==> config.mk <==
export PLATFORM = sky130hd
export DESIGN_NAME = jtag_tap_cfg
export DESIGN_NICKNAME = d
export VERILOG_FILES = /design/src/rtl/jtag_tap_cfg.sv
export SDC_FILE = /design/constraint.sdc
export NUM_CORES = 1
export LEC_CHECK = 0
export BUFFER_PORTS_ARGS = -buffer_cell sky130_fd_sc_hd__clkbuf_2
export CAP_MARGIN = 20
export CORE_MARGIN = 2
export CORE_UTILIZATION = 62
export CTS_BUF_LIST = sky130_fd_sc_hd__clkbuf_2 sky130_fd_sc_hd__clkbuf_4 sky130_fd_sc_hd__clkbuf_8
export DETAILED_ROUTE_END_ITERATION = 12
export PLACE_DENSITY = 0.82
export REMOVE_ABC_BUFFERS = 1
export SYNTH_ARGS = -nofsm -noshare
export SYNTH_HDL_FRONTEND = slang
export SYNTH_SLANG_ARGS = --single-unit
==> constraint.sdc <==
create_clock -name tck -period 2.1 [get_ports tck]
set_input_delay 0.42 -clock tck [delete_from_list [all_inputs] [get_ports tck]]
set_output_delay 0.42 -clock tck [all_outputs]
set_load 0.005 [all_outputs]
==> src/rtl/jtag_tap_cfg.sv <==
// IEEE 1149.1 TAP with IDCODE, STATUS, BYPASS and a PROGRAM register that
// streams CFG_WIDTH-bit configuration words straight out of Shift-DR.
module jtag_tap_cfg #(
   parameter int          IR_LEN    = 4,
   parameter int          CFG_WIDTH = 32,
   parameter logic [31:0] IDCODE    = 32'h1000_0001,
   parameter int          CNT_W     = 16
) (
   input  logic                 tck,
   input  logic                 trst,
   input  logic                 tms,
   input  logic                 tdi,
   output logic                 tdo,
   output logic [CFG_WIDTH-1:0] config_data,
   output logic                 config_strobe,
   output logic                 active,
   output logic [CNT_W-1:0]     word_count
);

   localparam int BC_W = $clog2(CFG_WIDTH);
   localparam logic [IR_LEN-1:0] OP_IDCODE  = IR_LEN'(1);
   localparam logic [IR_LEN-1:0] OP_PROGRAM = IR_LEN'(2);
   localparam logic [IR_LEN-1:0] OP_STATUS  = IR_LEN'(3);
   localparam logic [BC_W-1:0]   LAST_BIT   = BC_W'(CFG_WIDTH - 1);

   typedef enum logic [3:0] {
      TLR, RTI, SEL_DR, CAP_DR, SHIFT_DR, EXIT1_DR, PAUSE_DR, EXIT2_DR, UPD_DR,
      SEL_IR, CAP_IR, SHIFT_IR, EXIT1_IR, PAUSE_IR, EXIT2_IR, UPD_IR
   } tap_state_t;

   typedef enum logic [1:0] {DR_BYPASS, DR_IDCODE, DR_PROGRAM, DR_STATUS} dr_sel_t;

   tap_state_t           state_reg;
   logic [IR_LEN-1:0]    ir_reg;
   logic [IR_LEN-1:0]    ir_sh_reg;
   logic                 bypass_reg;
   logic [31:0]          idcode_sh_reg;
   logic [31:0]          status_sh_reg;
   logic [CFG_WIDTH-1:0] prog_sh_reg;
   logic [BC_W-1:0]      bit_cnt_reg;
   logic                 partial_reg;
   logic [CNT_W-1:0]     word_count_reg;
   logic [CFG_WIDTH-1:0] config_data_reg;
   logic                 config_strobe_reg;
   dr_sel_t              dr_sel;

   // Unassigned opcodes fall through to BYPASS.
   always_comb begin
      dr_sel = DR_BYPASS;
      if (ir_reg == OP_IDCODE)       dr_sel = DR_IDCODE;
      else if (ir_reg == OP_PROGRAM) dr_sel = DR_PROGRAM;
      else if (ir_reg == OP_STATUS)  dr_sel = DR_STATUS;
   end

   always_comb begin
      tdo = 1'b0;
      if (state_reg == SHIFT_IR) begin
         tdo = ir_sh_reg[0];
      end else if (state_reg == SHIFT_DR) begin
         case (dr_sel)
            DR_IDCODE:  tdo = idcode_sh_reg[0];
            DR_PROGRAM: tdo = prog_sh_reg[0];
            DR_STATUS:  tdo = status_sh_reg[0];
            default:    tdo = bypass_reg;
         endcase
      end
   end

   always_ff @(posedge tck or negedge trst) begin
      if (!trst) begin
         state_reg         <= TLR;
         ir_reg            <= OP_IDCODE;
         ir_sh_reg         <= '0;
         bypass_reg        <= 1'b0;
         idcode_sh_reg     <= '0;
         status_sh_reg     <= '0;
         prog_sh_reg       <= '0;
         bit_cnt_reg       <= '0;
         partial_reg       <= 1'b0;
         word_count_reg    <= '0;
         config_data_reg   <= '0;
         config_strobe_reg <= 1'b0;
      end else if (tms && (state_reg == TLR || state_reg == SEL_IR)) begin
         // Entering Test-Logic-Reset by tms: like trst, but the word count and partial flag survive.
         state_reg         <= TLR;
         ir_reg            <= OP_IDCODE;
         ir_sh_reg         <= '0;
         bypass_reg        <= 1'b0;
         idcode_sh_reg     <= '0;
         status_sh_reg     <= '0;
         prog_sh_reg       <= '0;
         bit_cnt_reg       <= '0;
         config_data_reg   <= '0;
         config_strobe_reg <= 1'b0;
      end else begin
         config_strobe_reg <= 1'b0;
         case (state_reg)
            TLR:      state_reg <= RTI;
            RTI:      state_reg <= tms ? SEL_DR : RTI;
            SEL_DR:   state_reg <= tms ? SEL_IR : CAP_DR;
            CAP_DR: begin
               state_reg <= tms ? EXIT1_DR : SHIFT_DR;
               case (dr_sel)
                  DR_IDCODE:  idcode_sh_reg <= IDCODE;
                  DR_PROGRAM: bit_cnt_reg   <= '0;
                  DR_STATUS:  status_sh_reg <= {15'b0, partial_reg, 16'(word_count_reg)};
                  default:    bypass_reg    <= 1'b0;
               endcase
            end
            SHIFT_DR: begin
               state_reg <= tms ? EXIT1_DR : SHIFT_DR;
               case (dr_sel)
                  DR_IDCODE: idcode_sh_reg <= {tdi, idcode_sh_reg[31:1]};
                  DR_STATUS: status_sh_reg <= {tdi, status_sh_reg[31:1]};
                  DR_PROGRAM: begin
                     prog_sh_reg <= {tdi, prog_sh_reg[CFG_WIDTH-1:1]};
                     if (bit_cnt_reg == LAST_BIT) begin
                        config_data_reg   <= {tdi, prog_sh_reg[CFG_WIDTH-1:1]};
                        config_strobe_reg <= 1'b1;
                        bit_cnt_reg       <= '0;
                        if (word_count_reg != '1) word_count_reg <= word_count_reg + 1'b1;
                     end else begin
                        bit_cnt_reg <= bit_cnt_reg + 1'b1;
                     end
                  end
                  default:   bypass_reg <= tdi;
               endcase
            end
            EXIT1_DR: state_reg <= tms ? UPD_DR : PAUSE_DR;
            PAUSE_DR: state_reg <= tms ? EXIT2_DR : PAUSE_DR;
            EXIT2_DR: state_reg <= tms ? UPD_DR : SHIFT_DR;
            UPD_DR: begin
               state_reg <= tms ? SEL_DR : RTI;
               if (dr_sel == DR_PROGRAM) begin
                  partial_reg <= (bit_cnt_reg != '0);
                  bit_cnt_reg <= '0;
               end
            end
            SEL_IR:   state_reg <= CAP_IR;
            CAP_IR: begin
               state_reg <= tms ? EXIT1_IR : SHIFT_IR;
               ir_sh_reg <= IR_LEN'(1);
            end
            SHIFT_IR: begin
               state_reg <= tms ? EXIT1_IR : SHIFT_IR;
               ir_sh_reg <= {tdi, ir_sh_reg[IR_LEN-1:1]};
            end
            EXIT1_IR: state_reg <= tms ? UPD_IR : PAUSE_IR;
            PAUSE_IR: state_reg <= tms ? EXIT2_IR : PAUSE_IR;
            EXIT2_IR: state_reg <= tms ? UPD_IR : SHIFT_IR;
            UPD_IR: begin
               state_reg <= tms ? SEL_DR : RTI;
               ir_reg    <= ir_sh_reg;
            end
            default:  state_reg <= TLR;
         endcase
      end
   end

   assign active = (dr_sel == DR_PROGRAM) &&
                   (state_reg inside {CAP_DR, SHIFT_DR, EXIT1_DR, PAUSE_DR, EXIT2_DR, UPD_DR});
   assign config_data   = config_data_reg;
   assign config_strobe = config_strobe_reg;
   assign word_count    = word_count_reg;

endmodule
## Yosys cells after proc, flatten, opt, wreduce, memory -nomap -nowiden

Index checks and enable logic that the tools add are counted.

- Flip-flop bits (word level): 164
- ROM bits: 0
- Bits in writable memories: 0
- Output and inout bits: 51
- Memories kept: 0
- Bits in latches: 0
- Input bits: 4

- Bitwise logic cells: 1
- Order comparisons: 0
- Multipliers: 0
- Divide/modulo/power cells: 0
- Eq/ne operators: 31
- Shifts and indexed selects: 0
- $add $sub $neg: 2
- Reductions and logical operators: 26
- Mux-type cells: 50

Operators with widths:

| operator | count |
|---|---|
| 2-to-1 mux 32 bit | 13 |
| one-hot mux 32 bit (2 select lines) | 2 |
| one-hot mux 4 bit (12 select lines) | 1 |
| equality test 4 bit (second input constant) | 8 |
| 2-to-1 mux 4 bit | 7 |
| 2-to-1 mux 5 bit | 4 |
| AND reduction 3 bit | 6 |
| adder 16 x 1 -> 16 bit (second input constant) | 1 |
| equality test 4 x 2 -> 1 bit (second input constant) | 4 |
| equality test 4 x 3 -> 1 bit (second input constant) | 4 |
| != test 16 bit (second input constant) | 1 |
| 2-to-1 mux 2 bit | 6 |
| != test 3 x 2 -> 1 bit (second input constant) | 4 |
| 2-to-1 mux 1 bit | 11 |
| one-hot mux 5 bit (2 select lines) | 1 |
| != test 3 bit (second input constant) | 3 |
| nonzero test 3 bit | 3 |
| equality test 4 x 1 -> 1 bit (second input constant) | 2 |
| one-hot mux 4 bit (2 select lines) | 1 |
| nonzero test 2 bit | 4 |
| 2-to-1 mux 3 bit | 2 |
| nonzero test 6 bit | 1 |
| OR reduction 2 bit | 3 |
| OR reduction 3 bit | 2 |
| other kinds (14) | 16 |

## Longest topological paths before layout

- Depth after elaboration: 9
- Gate-level depth with buffers: 8
- Mapped depth without buffers: 7

## Worst setup path before layout

No wires, ideal clock.

- Path kind: register to output
- Start: register state_reg[3]
- End: output port tdo
- Cell stages (with the launch flop): 7
- Buffers on the path: 3
- Setup slack: 200 ps
- Arrival: 1480 ps
- Cells stage by stage: dfrtp_1 buf_2 nor4b_2 buf_2 buf_2 o21ai_0 o21ai_0

- Cells in the longest elaborated chain, start to end: 3
- Elaborated cells between the ends (all ways): 4
- Those cells by class: eq/ne: 2; mux: 2

Ends and longest elaborated chain:

| element | line | text |
|---|---|---|
| from (decl) | 33 | `tap_state_t state_reg;` |
| from (signal assigned) | 99 | `RTI: state_reg <= tms ? SEL_DR : RTI;` |
| from (signal assigned) | 100 | `SEL_DR: state_reg <= tms ? SEL_IR : CAP_DR;` |
| from (signal assigned) | 102 | `state_reg <= tms ? EXIT1_DR : SHIFT_DR;` |
| equality test 4 x 3 -> 1 bit | 59 | `end else if (state_reg == SHIFT_DR) begin` |
| 2-to-1 mux 1 bit | 59 |  |
| 2-to-1 mux 1 bit (*) | 57 | `if (state_reg == SHIFT_IR) begin` |
| to (decl) | 13 | `output logic tdo,` |

Mark *: on every way between the ends. The rest lies on a longest branch, timed or not.

## Worst setup path after layout

- Start: register state_reg[1]
- End: output port active

- Cells in the longest elaborated chain, start to end: 3
- Elaborated cells between the ends (all ways): 8
- Those cells by class: eq/ne: 6; reduce/logical: 2

Ends and longest elaborated chain:

| element | line | text |
|---|---|---|
| equality test 4 x 2 -> 1 bit (tied with other cells) | 161 | `(state_reg inside {CAP_DR, SHIFT_DR, EXIT1_DR, PAUSE_DR, EXIT2_DR, UPD_DR});` |
| nonzero test 6 bit (*) | 161 |  |
| logical AND 1 bit (*) | 160 | `assign active = (dr_sel == DR_PROGRAM) &&` |
| to (decl) | 16 | `output logic active,` |

Marks and branches as above.

==> results_dict.tcl <==
set metrics [dict create \
    grt_pass1_vias 5253 \
    final_cell_mix "dfrtp_1 (159), nand2_1 (153), clkbuf_2 (52)" \
    ys_types 54 \
    cts_tree "done" \
    pre_cts_slack_ns -0.0391 \
    grt_pass1_wl_mm 25.2 \
    p_sw_mw 3.07 \
    ir_drop_uv 770 \
    status "finished, violations left" \
    synth.cell_area_um2 7070 \
    post_drt_wl_per_cell_um 16.9 \
    worst-setup-path-type "flop to output port" \
    synth_cells 703 \
    cp_max_fo 4 \
    period_share_pct 109 \
    viasPerCell 5.89 \
    cts_made_buffers 17 \
    synth-seq-cells 164 \
    totalWireLength_mm 15.9 \
    required_ns 1.68 \
    p_int_mw 5.69 \
    overflow 0 \
    remaining_drc_errors 0 \
    cts.htree.levels 4 \
    final.min_clock_period_ns 2.29 \
    io_buffers 54 \
    root_buffer "clkbuf_8" \
    timing.final.ws_setup_ns -0.193 \
    tns_ns -0.340 \
    yosysWarnings 0 \
    async_reset_ff_share_pct 100 \
    synth-edff-count 0 \
    dp_cells 875 \
    cap_violations 0 \
    die_area_um2 12300 \
    clock_latency_ns 0.46 \
    nNetsFinal 793 \
    p_sw_share_pct 35.1 \
    endpoint_kind "output port" \
    r2r_cells 7 \
    finalHoldViolCount 0 \
    power_frac_comb_pct 32.5 \
    slew_headroom_pct 69.1 \
    clk_pin_slew_ns 0.09 \
    layout_commonest_cell "dfrtp_1" \
    hpwlAfterDp_mm 9.30 \
    antenna_left 0 \
    setup_viol 2 \
    hold_path.class "input pin to flop" \
    skew_ns 0.0138 \
    drive_gt1_share_pct 24.3 \
    ioPinCount 55 \
    antenna_found_initial 0 \
    dr.pass1.iters 5 \
    fmax_mhz 436 \
    pwr-share-clk_pct 26.4 \
    failed_checks "setup timing" \
    final_max_slew_viol_count 0 \
    place.gp.congestion 0.843 \
    rows 39 \
    cp.arrival_ns 1.87 \
    drt-initial-drc-count 385 \
    worst_pin_slew_ns 0.463 \
    power_leakage_nw 4.19 \
    syn_area_per_cell_um2 10.1 \
    start_util_pct 62.8 \
    layoutNonFillerInstCount 941 \
    die_w_um 111 \
    hold_path_depth 3 \
    syn_to_final_growth_pct 20.2 \
    coreArea_um2 11300 \
    cts_sinks 164 \
    diodes 0 \
    grtUsageTotal_pct 25.2 \
    grt_max_degree 65 \
    p_total_mw 8.77 \
    die_y_um 111 \
    seq_power_share_pct 41.1 \
    grt_setup_unrepaired "yes" \
    p_per_area_nw_per_um2 1030 \
    clockBufferDepth 2 \
    ys_seq_area_share_pct 58.0 \
    ys.flop_type "dfrtp_1" \
    fin_hold_ws_ns 0.326 \
    vias 5544 \
    startpoint_type "flop" \
]
==> per-stage QoR <==
stage / utilization [%] / instance area (um^2)
global route: 75.4 / 8500
detailed placement: 67.1 / 7560
finish: 75.4 / 8500
floorplan: - / 6830
global placement: 67.0 / 7550
CTS: 72.1 / 8130
==> per-layer routing <==
layer / GRT usage [%] / vias up / share of wire, %
met1: 35.6 / 2740 / 44
met2: 39.0 / 178 / 49
met3: 5.69 / 25 / 4.4
met5: 0 / - / 0
met4: 8.75 / 0 / 1.7
li1: - / 2601 / -
==> power by group through the flow <==
stage               clock [mW]  sequential (mW)  combinational, mW
finish                    2.32             3.60               2.85
global placement             0             3.67               1.98
global route              2.47             3.63               3.08
CTS                       2.36             3.59               2.37
detailed placement           0             3.68               2.09
floorplan                    0             3.73               1.15
==> repair_timing <==
action                     in CTS  in global routing
pin swaps                       4                 21
setup endpoints to repair       8                 99
cloned                          0                  6
hold buffers                    1                  0
buffers inserted               14                 13
hold endpoints to repair       26                  0
gates resized for setup        15                 46
==> cells by family (layout without fill, tap and decap cells) <==
logic type / Yosys count / count (layout) / share of synthesized area, %
buf+inv: 56 / 150 / 3.70
simple gates: 302 / 302 / 20.4
mux: 7 / 7 / 1.01
compound gates: 154 / 155 / 14.2
flops: 164 / 164 / 58.0
xor+xnor: 16 / 16 / 1.98
fa+ha+maj: 4 / 4 / 0.707
==> final cells by class <==
| class | count | area, um^2 |
|---|---|---|
| repair buffers | 114 | 933 |
| fillers | 712 | 2770 |
| clock buffers | 17 | 234 |
| flip-flops and latches | 164 | 4110 |
| inverters | 4 | 15.0 |
| clock inverters | 15 | 169 |
| well taps | 143 | 179 |
| multi-input cells | 484 | 2860 |
==> Yosys cell counts (4+ instances only) <==
master,instances,share of area [%]
a21oi_1,28,2.0
a22o_1,45,5.6
and3_1,23,2.0
buf_1,6,0.32
buf_2,26,1.8
clkbuf_1,16,0.85
dfrtp_1,163,58
ha_1,4,0.71
inv_1,4,0.21
mux2i_1,6,0.85
nand2_1,167,8.9
nand2b_1,6,0.53
nand3_1,47,3.3
nand4_1,6,0.53
nor2_1,21,1.1
nor3_1,5,0.35
o21ai_0,44,3.1
o21ai_1,19,1.3
xnor2_1,12,1.5
xor2_1,4,0.50
==> worst paths after layout <==
check                                  startpoint                 to  slack [ns]
worst max-delay path                 state_reg[1]             active       -0.19
worst min-delay path                          tdi    prog_sh_reg[31]        0.33
worst max register to register       state_reg[1]  status_sh_reg[27]        0.01
worst min register to register  status_sh_reg[11]  status_sh_reg[11]        0.49
max in group asynchronous                    trst       state_reg[0]        1.07
min in group asynchronous                    trst      word_count[9]        0.40
==> critical path: stages, from the launching register on <==
cell	delay, ns
dfrtp_1	0.41
buf_6	0.13
or4b_4	0.51
o21a_1	0.13
nor2_2	0.10
buf_2	0.13
Note: power is estimated with default switching activity, not from simulation.
